## config.mk

```make
export PLATFORM = sky130hd
export DESIGN_NAME = fifo_stream_writer
export DESIGN_NICKNAME = d
export VERILOG_FILES = /design/src/rtl/skid_buf2.sv /design/src/rtl/fifo_stream_writer.sv
export SDC_FILE = /design/constraint.sdc
export NUM_CORES = 1
export LEC_CHECK = 0
export CORE_AREA = 3 3 80 97
export CTS_CLUSTER_SIZE = 14
export DETAILED_ROUTE_END_ITERATION = 7
export DIE_AREA = 0 0 83 100
export GPL_ROUTABILITY_DRIVEN = 0
export GPL_TIMING_DRIVEN = 0
export HOLD_SLACK_MARGIN = 0.08
export PLACE_DENSITY = 0.78
export SYNTH_ARGS = -nofsm -noshare
export SYNTH_HDL_FRONTEND = slang
export SYNTH_SLANG_ARGS = --single-unit
```

## constraint.sdc

```tcl
create_clock -name clk_wr -period 2.35 [get_ports clk_wr]
set_input_delay 0.235 -clock clk_wr [delete_from_list [all_inputs] [get_ports clk_wr]]
set_output_delay 0.235 -clock clk_wr [all_outputs]
set_load 0.05 [all_outputs]
```

## src/rtl/skid_buf2.sv

```systemverilog
// Two-entry circular buffer with 1-bit read/write pointers and an occupancy count.
// Pointers reset on rst or clear; the data storage itself is never reset.
module skid_buf2 #(
    parameter int DWIDTH = 32
) (
    input  logic              i_clk,
    input  logic              i_rst_n,
    input  logic              i_clr,
    input  logic              i_push,
    input  logic              i_pop,
    input  logic [DWIDTH-1:0] i_din,
    output logic [DWIDTH-1:0] o_dout,
    output logic [1:0]        o_count,
    output logic [1:0]        o_count_next
);

    logic [DWIDTH-1:0] r_mem [2];
    logic              r_wr_ptr;
    logic              r_rd_ptr;
    logic [1:0]        r_count;
    logic [1:0]        w_count_next;

    assign w_count_next = r_count + {1'b0, i_push} - {1'b0, i_pop};
    assign o_count      = r_count;
    assign o_count_next = w_count_next;
    assign o_dout       = r_mem[r_rd_ptr];

    // Data is captured only on push, so X on the input while idle never lands in storage.
    always_ff @(posedge i_clk) begin
        if (i_push) begin
            r_mem[r_wr_ptr] <= i_din;
        end
    end

    always_ff @(posedge i_clk) begin
        if (!i_rst_n || i_clr) begin
            r_count  <= '0;
            r_wr_ptr <= 1'b0;
            r_rd_ptr <= 1'b0;
        end else begin
            r_count <= w_count_next;
            if (i_push) begin
                r_wr_ptr <= ~r_wr_ptr;
            end
            if (i_pop) begin
                r_rd_ptr <= ~r_rd_ptr;
            end
        end
    end

endmodule

```

## src/rtl/fifo_stream_writer.sv

```systemverilog
// Valid/ready stream to FIFO write-port adapter with a registered s_ready.
// A 2-entry skid buffer absorbs the in-flight beat when fifo_full back-pressures.
module fifo_stream_writer #(
    parameter int DWIDTH    = 32,
    parameter int CNT_WIDTH = 16
) (
    input  logic                 clk_wr,
    input  logic                 rst_wr_n,
    input  logic                 flush,
    input  logic                 s_valid,
    output logic                 s_ready,
    input  logic [DWIDTH-1:0]    s_data,
    output logic [DWIDTH-1:0]    fifo_din,
    output logic                 fifo_write,
    input  logic                 fifo_full,
    output logic                 busy,
    output logic [CNT_WIDTH-1:0] wr_count
);

    localparam logic [1:0] ENTRIES = 2'd2;

    logic                 r_s_ready;
    logic [CNT_WIDTH-1:0] r_wr_count;
    logic                 w_push;
    logic                 w_pop;
    logic [1:0]           w_count;
    logic [1:0]           w_count_next;

    assign w_push = s_valid & r_s_ready;
    // Pop ignores reset so a write already presented in the reset cycle still reaches the FIFO.
    assign w_pop  = (w_count != 2'd0) & ~fifo_full & ~flush;

    skid_buf2 #(
        .DWIDTH(DWIDTH)
    ) u_buf (
        .i_clk       (clk_wr),
        .i_rst_n     (rst_wr_n),
        .i_clr       (flush),
        .i_push      (w_push),
        .i_pop       (w_pop),
        .i_din       (s_data),
        .o_dout      (fifo_din),
        .o_count     (w_count),
        .o_count_next(w_count_next)
    );

    always_ff @(posedge clk_wr) begin
        if (!rst_wr_n) begin
            r_s_ready  <= 1'b0;
            r_wr_count <= '0;
        end else begin
            r_s_ready <= (w_count_next < ENTRIES) & ~flush;
            if (w_pop) begin
                r_wr_count <= r_wr_count + 1'b1;
            end
        end
    end

    assign s_ready    = r_s_ready;
    assign fifo_write = w_pop;
    assign busy       = (w_count != 2'd0);
    assign wr_count   = r_wr_count;

endmodule

```

---- After elaboration in Yosys (flattened, before gate mapping) ----
Memories as Yosys holds them, arrays and structs flattened. A register that Yosys moved wholly into a read port is not among the register bits.
Index checks and enable logic that the tools add are counted.
word-level totals
  bits in writable memories ............... 64
  register bits ........................... 21
  logic and storage cells ................. 25
  memories kept ........................... 1
operators by class
  multiplexer cells ....................... 4
  $add $sub $neg .......................... 3
  magnitude comparators ................... 1
  bitwise logic cells ..................... 8
  reduce and logical (&&, ||, !) cells .... 3
memory list
  memory       depth  width  rd ports  clocked after memory_dff  write ports  line             RTL
  u_buf.r_mem  2      32     1         1                         1            skid_buf2.sv:17  logic [DWIDTH-1:0] r_mem [2];
operators with widths
  cell                                                             count
  16-bit by 1-bit adder with 16-bit output, second input constant  1
  1-bit bitwise AND                                                4
  1-bit two-way mux                                                4
  1-bit inverter                                                   4
  2-bit by 1-bit adder with 2-bit output                           1
  2-bit less-than comparator, second input constant                1
  2-bit nonzero test                                               1
  2-bit by 1-bit subtractor with 2-bit output                      1
  1-bit zero test                                                  1
  1-bit logical OR                                                 1

---- Longest topological paths before layout ----
Gate-level depths: netlist (run 1).
  depth in word-level cells ............... 6
  mapped depth ............................ 9
  depth with buffers taken out ............ 8

---- Cells and area by module ----
Synthesis (run 1) repeated with hierarchy kept, for this count alone.
unflattened totals
  cell total of the unflattened synthesis .. 213
  area, all modules ....................... 3,467.1 um^2
modules (own cells, without submodules)
  module              instances  area an instance (um^2)  cells each
  skid_buf2           1          2,683.8                  122
  fifo_stream_writer  1          783.3                    91

---- Worst setup path after synthesis (run 1) ----
No wires, ideal clock.
  path type ............................... reg-to-reg
  start ................................... register r_s_ready, in the netlist s_ready
  end ..................................... memory u_buf.r_mem[0][0], enable pin
  arrival ................................. 2.206 ns
  slack ................................... -0.277 ns
  data required time ...................... 1.929 ns
  path buffers ............................ 0
  library setup time ...................... 0.421 ns
  stages on the path, launching flop included .. 3
  path through ............................ dfxtp_1 > nand2_1 > nor2_1
between the ends
  cells in the longest elaborated chain, start to end .. 3
ends and longest elaborated chain
  what                                     line                      RTL
  from (decl)                              fifo_stream_writer.sv:22  logic r_s_ready;
  from (signal assigned)                   fifo_stream_writer.sv:52  r_s_ready <= (w_count_next < ENTRIES) & ~flush;
  1-bit bitwise AND                        fifo_stream_writer.sv:29  assign w_push = s_valid & r_s_ready;
  1-bit two-way mux                        skid_buf2.sv:30           if (i_push) begin
  1-bit two-way mux (not written as such)  skid_buf2.sv:31           r_mem[r_wr_ptr] <= i_din;
  to (decl)                                skid_buf2.sv:17
No other way between the ends.

---- Final worst setup path (run 1) ----
  start ................................... register u_buf.r_count[1], in the netlist u_buf.o_count[1]
  end ..................................... output port busy
between the ends
  cells in the longest elaborated chain, start to end .. 1
ends and longest elaborated chain
  what                    line                      RTL
  from (decl)             skid_buf2.sv:20           logic [1:0] r_count;
  from (signal assigned)  skid_buf2.sv:41           r_count <= w_count_next;
  2-bit nonzero test      fifo_stream_writer.sv:61  assign busy = (w_count != 2'd0);
  to (decl)               fifo_stream_writer.sv:16  output logic busy,
No other way between the ends.

==> out/summary.md, run 1 <==
### Route
- **DR vias** 2,036
- **DRC violations left** 0
- **wire length reported by the detailed router** 6.12 mm
- **number of detailed-route iterations in the first pass** 4
- **routed wirelength normalized by instance count** 15.1 µm
- **detailed-route vias per instance** 5.03
- **number of DRC violations after detailed-routing iteration 0** 141
- **number of nets with antenna violations after detailed routing** 0

### Global route
- **first-pass GRT wire length** 10.1 mm
- **initial antenna violation count** 0
- **GRT met3 Usage** 3.78%
- **Congestion Overflow GR** 0
- **met2 Use GR** 25.7%
- **All-Layer GR Usage** 15.6%
- **grt met1 use** 19.7%
- **via count of the first global-routing pass** 2,037
- **Most Used Layer, Global Route** met2
- **largest net degree at the start of global routing** 33

### Layout
- **Post-Route Utilization** 65.0%
- **number of nets in the layout** 353
- **fraction of final layout cells with drive strength greater than 1** 17.3%
- **area delta synth->final** 35.1%
- **Antenna Cells** 0

### Power
- **Max VDD drop** 311 µV
- **design internal power** 2.24 mW
- **Comb pwr share** 7.3%
- **switching component of the power** 621 µW
- **Switching Fraction** 21.7%
- **register share of total power** 58.0%
- **PwrDens** 642 nW/µm²
- **clock network fraction of design power** 34.8%
- **leakage power** 1.51 nW

### Hold path
- **Hold Crit Endpoint** u_buf.r_mem[0][15]$_DFFE_PP_
- **startpoint of the worst hold path** s_data[15]
- **type of the worst min-delay path** input port to register
- **number of cells on the worst hold path** 1

### Synth
- **number of different library cells in the post-synthesis netlist** 27
- **post-synthesis instance area** 3300 µm²
- **post-synthesis area per instance** 15.3 µm²
- **flip-flop cell with the highest count after synthesis** edfxtp_1
- **asr flop ratio synth** 0%
- **Mapped Cells** 215
- **yosys synthesis warning count** 0
- **flip-flop and latch count after synthesis** 86
- **count of flip-flops with a built-in enable after synthesis** 64
- **nets in the synthesized netlist** 255
- **post-synthesis sequential area ratio** 71.7%

### Timing
- **post-route setup slack** 0.150 ns
- **peak clock frequency supported by timing** 455 MHz
- **slew at the pin with the worst max-slew slack** 0.920 ns
- **setup repair after global routing missed its margin** true
- **Final Hold Violating Endpoints** 0
- **Clock Skew** 0.00681 ns
- **total count of max-transition violations in the final report** 0
- **setup tns final** 0 ns
- **Slew HR** 38.6%
- **final number of setup-violating endpoints** 0
- **shortest period the worst path allows** 2.20 ns
- **ratio of final minimum period to clock period** 93.6%

### Place
- **post-DP HPWL** 4.30 mm
- **number of port buffers** 87
- **placement-stage worst setup slack** -0.0867 ns

### CTS
- **Clock Sink Count** 86
- **number of levels the H-tree was split into** 3
- **hold buffer count at cts** 0
- **clock buffer count from CTS** 9
- **clock-pin transition on the worst setup and hold timing paths** 0.09 ns
- **clock latency of the later-clocked register in the worst-skew pair** 0.34 ns
- **root cell of the clock tree** clkbuf_8
- **clock tree from TritonCTS** done
- **maximum clock path buffer count** 2

### Worst setup path
- **WP data arrival** 1.97 ns
- **cell type group with the largest total delay on the critical path** buffers and inverters
- **Critical R2R Launch** u_buf.o_count[1]$_SDFF_PP0_
- **Worst path slowest cell** clkdlybuf4s50_1
- **crit start category** register
- **Worst EP required** 2.12 ns
- **Buffers & Inverters on Critical Path** 2
- **endpoint of the worst register-to-register path** u_buf.o_count[1]$_SDFF_PP0_
- **Worst Reg2Reg Path Length in Cells** 8
- **Setup CP Type** register to output pin
- **maximum net fanout on the critical path** 9
- **worst path cell trace** nor2_1 > inv_1 > clkdlybuf4s50_1
- **Critical Path End Type** output pin
- **Crit path largest cell delay** 0.73 ns
- **setup slack, reg-to-reg** 0.33 ns

### Job
- **reported max-cap violation count** 0

### Status
- **run status** complete, no violations

### Die
- **IO Count** 88
- **standard cell core area** 6850 µm²
- **die span in y** 100 µm
- **row cnt** 33
- **Starting Density** 48.1%
- **Total Die Area** 8300 µm²
- **Die Width** 83 µm

## per-stage QoR
stage / hold WS [ns] / power (mW) / instance area [µm²] / cells
floorplan: 0.334 / 1.80 / 3300 / 215
CTS: 0.452 / 2.90 / 4450 / 405
global route: 0.452 / 2.97 / 4450 / 405
global placement: 0.456 / 1.91 / 4280 / 389
detailed placement: 0.463 / 1.91 / 4290 / 389
finish: 0.471 / 2.86 / 4450 / 405
## layout by cell type (no fill, tap or decap), types with 4 or more instances in the layout
cell	instances
nor4_1	4
buf_2	4
o31ai_1	4
nand3_1	5
xnor2_1	8
clkdlybuf4s50_1	56
edfxtp_1	64
inv_1	6
mux2_2	32
dfxtp_1	22
dlygate4sd2_1	31
or4_1	4
clkbuf_1	5
a21oi_1	6
nor2_1	15
clkbuf_8	9
nand2_1	7
or3_1	4
## cells in the mapped netlist (all sizes together) (4+ instances only)
cell,instances,share of area [%]
nand3,5,0.76
or4,4,0.91
nor2,17,1.9
a21oi,6,0.91
edfxtp,64,58
inv,6,0.68
buf,5,0.65
o31ai,4,0.91
xnor2,8,2.1
nor4,4,0.76
nand2,7,0.80
dfxtp,22,13
clkbuf,4,0.46
mux2,32,11
or3,4,0.76
## repair_timing
action / 4_1_cts / 5_1_grt
endpoints found under the hold margin: 0 / 0
setup buffers: 0 / 0
setup endpoints to repair: 31 / 17
pin swaps: 0 / 0
gates resized for setup: 34 / 1
## power by group through the flow
stage / registers [mW] / clock network, mW / logic [mW]
after floorplan: 1.69 / 0 / 0.102
after global placement: 1.69 / 0 / 0.215
after detailed placement: 1.69 / 0 / 0.220
after CTS: 1.66 / 1.03 / 0.210
after global routing: 1.66 / 1.09 / 0.220
final: 1.66 / 0.994 / 0.207
## cell type report
type,count,area (µm²)
buffer,9,42.5
clock buffer,10,128
clock inverter,6,70.1
fill,572,2400
inverter,6,22.5
multi-input combinational,114,886
sequential,86,2360
tap,87,109
timing repair buffer,87,832
## layer usage
layer  part of all wire [%]  vias to the layer above
met3                    5.3                        8
met1                     44                      961
li1                       -                      999
met4                    1.3                        0
met2                     49                       68
met5                      0                        -
## sequential cells by signal (all words and copies together), names as in the netlist, named ones only
signal          flops
wr_count           16
u_buf.o_count       2
u_buf.r_rd_ptr      1
s_ready             1
u_buf.r_mem        64
u_buf.r_wr_ptr      1
## cells by family (layout without fill, tap and decap cells)
| logic type | after synthesis | count (layout) | share of synthesized area, % |
|---|---|---|---|
| buf+inv | 15 | 118 | 1.78 |
| xor+xnor | 11 | 11 | 2.92 |
| mux | 35 | 35 | 11.8 |
| fa+ha+maj | 3 | 3 | 1.14 |
| flops | 86 | 86 | 71.7 |
| simple gates | 53 | 53 | 8.50 |
| compound gates | 12 | 12 | 2.13 |
## worst max-delay path by stage
stage	to	slack (ns)	from	cells past startpoint
global placement	u_buf.r_mem[0][25]$_DFFE_PP_	-0.19	s_valid	3
detailed placement	fifo_write	-0.09	flush	5
finish	busy	0.15	u_buf.o_count[1]$_SDFF_PP0_	3
floorplan	wr_count[12]$_SDFFE_PN0P_	0.22	wr_count[0]$_SDFFE_PN0P_	6
global route	fifo_din[30]	-0.01	register	4
CTS	fifo_din[5]	0.08	register	4
Note: power is estimated with default switching activity, not from simulation.
==> run 2, diff against run 1 <==
--- a/config.mk
+++ b/config.mk
@@ -5,6 +5,7 @@
 export SDC_FILE = /design/constraint.sdc
 export NUM_CORES = 1
 export LEC_CHECK = 0
+export CAP_MARGIN = 20
 export CORE_AREA = 3 3 80 97
 export CTS_CLUSTER_SIZE = 14
 export DETAILED_ROUTE_END_ITERATION = 7
==> results of run 2 <==
Final layout, timing and power as in run 1 (identical DEF).
==> run 3, diff against run 2 <==
--- a/config.mk
+++ b/config.mk
@@ -14,6 +14,7 @@
 export GPL_TIMING_DRIVEN = 0
 export HOLD_SLACK_MARGIN = 0.08
 export PLACE_DENSITY = 0.78
+export SETUP_SLACK_MARGIN = 0.1
 export SYNTH_ARGS = -nofsm -noshare
 export SYNTH_HDL_FRONTEND = slang
 export SYNTH_SLANG_ARGS = --single-unit
==> run 3 against run 2 <==
- non-clock buffer count did not move
- setup slack improved by 0.072 ns
- register-to-register slack improved by 0.14 ns
- flip-flop and latch count unchanged
- critical path depth rose by 2
- final cell count unchanged
- clock skew rose by 0.0011 ns
- sequential share of layout area is 0.10 points lower
- global-route usage unchanged
- final area up 0.20%
- combinational power barely moved
- first-iteration DRC count stayed put
- critical path type is now input port to output pin
==> out/summary.md, run 3 (synthesis results as in run 1) <==
### Timing
- **Slew HR** 38.7%
- **slew at the pin with the worst max-slew slack** 0.917 ns
- **setup tns final** 0 ns
- **total count of max-transition violations in the final report** 0
- **Final Hold Violating Endpoints** 0
- **final number of setup-violating endpoints** 0
- **shortest period the worst path allows** 2.13 ns
- **peak clock frequency supported by timing** 470 MHz
- **Clock Skew** 0.00794 ns
- **setup repair after global routing missed its margin** false
- **ratio of final minimum period to clock period** 90.5%

### Hold path
- **startpoint of the worst hold path** s_data[3]
- **type of the worst min-delay path** input port to register

### Global route
- **initial antenna violation count** 0
- **largest net degree at the start of global routing** 33
- **Congestion Overflow GR** 0
- **first-pass GRT wire length** 10.1 mm
- **All-Layer GR Usage** 15.6%
- **via count of the first global-routing pass** 2,037

### CTS
- **clock buffer count from CTS** 9
- **clock latency of the later-clocked register in the worst-skew pair** 0.34 ns
- **maximum clock path buffer count** 2
- **number of levels the H-tree was split into** 3
- **buffer count from post-CTS setup fixing** 0
- **PostCTS Resize Cnt** 34
- **hold buffer count at cts** 0
- **clock-pin transition on the worst setup and hold timing paths** 0.09 ns
- **clock tree from TritonCTS** done
- **root cell of the clock tree** clkbuf_8
- **Clock Sink Count** 86

### Layout
- **most frequent standard cell in the layout excluding fill and tap cells** edfxtp_1
- **non-filler cells, final** 405
- **Antenna Cells** 0
- **area delta synth->final** 35.3%
- **fraction of final layout cells with drive strength greater than 1** 17.9%
- **total area of multi-input combinational cells** 888 µm²
- **number of fillers in the final layout** 570
- **number of nets in the layout** 353
- **Storage cell area** 2360 µm²
- **post-route standard cell area excluding fillers** 4460 µm²
- **commonest cells after routing, fill and taps aside** edfxtp_1, clkdlybuf4s50_1, mux2_2
- **number of flip-flops in the largest register** 64
- **register containing the most flip-flops in the final layout** u_buf.r_mem

### Job
- **reported max-cap violation count** 0

### Power
- **Max VDD drop** 311 µV
- **PwrDens** 641 nW/µm²
- **total chip power** 2.86 mW
- **leakage power** 1.52 nW

### Worst setup path
- **Worst EP required** 2.12 ns
- **maximum net fanout on the critical path** 8
- **Worst path slowest cell** dlygate4sd2_1
- **Setup crit start** flush
- **Critical Path End Type** output pin
- **Buffers & Inverters on Critical Path** 3
- **crit start category** input port
- **Critical R2R Launch** wr_count[0]$_SDFFE_PN0P_
- **worst path cell trace** clkdlybuf4s50_1 > or2_0 > buf_2 > nor2_2 > dlygate4sd2_1
- **cell type group with the largest total delay on the critical path** buffers and inverters
- **WP data arrival** 1.89 ns
- **Setup CP Type** input port to output pin
- **Crit path largest cell delay** 0.58 ns

### Place
- **Post-Place Cell Area** 4290 µm²
- **number of port buffers** 87
- **Cell Count Post-Placement** 389
- **post-DP HPWL** 4.30 mm

### Route
- **number of DRC violations after detailed-routing iteration 0** 141
- **detailed-route vias per instance** 5.06
- **routed wirelength normalized by instance count** 15.1 µm
- **DR vias** 2,049
- **number of nets with antenna violations after detailed routing** 0
- **wire length reported by the detailed router** 6.11 mm
- **DRC violations left** 0
- **number of detailed-route iterations in the first pass** 4

### Die
- **Total Die Area** 8300 µm²
- **Die Width** 83 µm
- **die span in y** 100 µm
- **IO Count** 88
- **standard cell core area** 6850 µm²
- **row cnt** 33
- **Starting Density** 48.1%

### Status
- **run status** complete, no violations

## run 3: cell count changes in the layout (fill, tap and decap cells not counted), sizes merged
cell    change
clkbuf      +1
buf         -1
## run 3: area by class of cell
cell class | instances | share of cell area (%)
sequential | 86 | 53.0
clock inverter | 6 | 1.57
tap | 87 | 2.44
multi-input combinational | 114 | 19.9
inverter | 6 | 0.505
timing repair buffer | 87 | 18.7
buffer | 9 | 1.09
clock buffer | 10 | 2.86
## run 3: power breakdown
group / switching, mW / leakage (nW) / total (mW) / internal [mW]
clock: 0.497 / 0.0891 / 0.993 / 0.496
combinational: 0.118 / 0.669 / 0.208 / 0.0897
sequential: 0.00556 / 0.758 / 1.66 / 1.65
## run 3: worst reg2reg max path: cells and delay by family (launching register included)
kind                       cells  cell delay, ns
and+or+nand+nor                3            0.90
DFF                            1            0.40
adders and majority gates      1            0.19
buffers and inverters          1            0.16
AOI/OAI and AO/OA              1            0.15
## run 3: path summary, 6_finish.rpt
path,slack [ns],depth (start not counted),end
max reg2reg,0.47,6,wr_count[12]$_SDFFE_PN0P_
min reg2reg,0.47,2,wr_count[15]$_SDFFE_PN0P_
max,0.22,5,fifo_write
min,0.47,1,u_buf.r_mem[0][3]$_DFFE_PP_
## run 3: per-layer routing
metal	track usage (%)	vias to the layer above	share of wire (%)	wire length [µm]
li1	-	999	-	-
met4	6.79	0	1.3	80
met3	3.78	8	5.5	333
met1	19.7	972	44	2670
met5	0	-	0	0
met2	25.7	70	49	3020
## run 3: metrics by stage
| stage | hold slack, ns | util (%) | setup WS [ns] |
|---|---|---|---|
| finish | 0.471 | 65.1 | 0.222 |
| global route | 0.452 | 65.1 | 0.160 |
| CTS | 0.452 | 64.9 | 0.0771 |
| detailed placement | 0.463 | 62.5 | -0.0867 |
| global placement | 0.456 | 62.4 | -0.187 |
| floorplan | 0.334 | - | 0.217 |
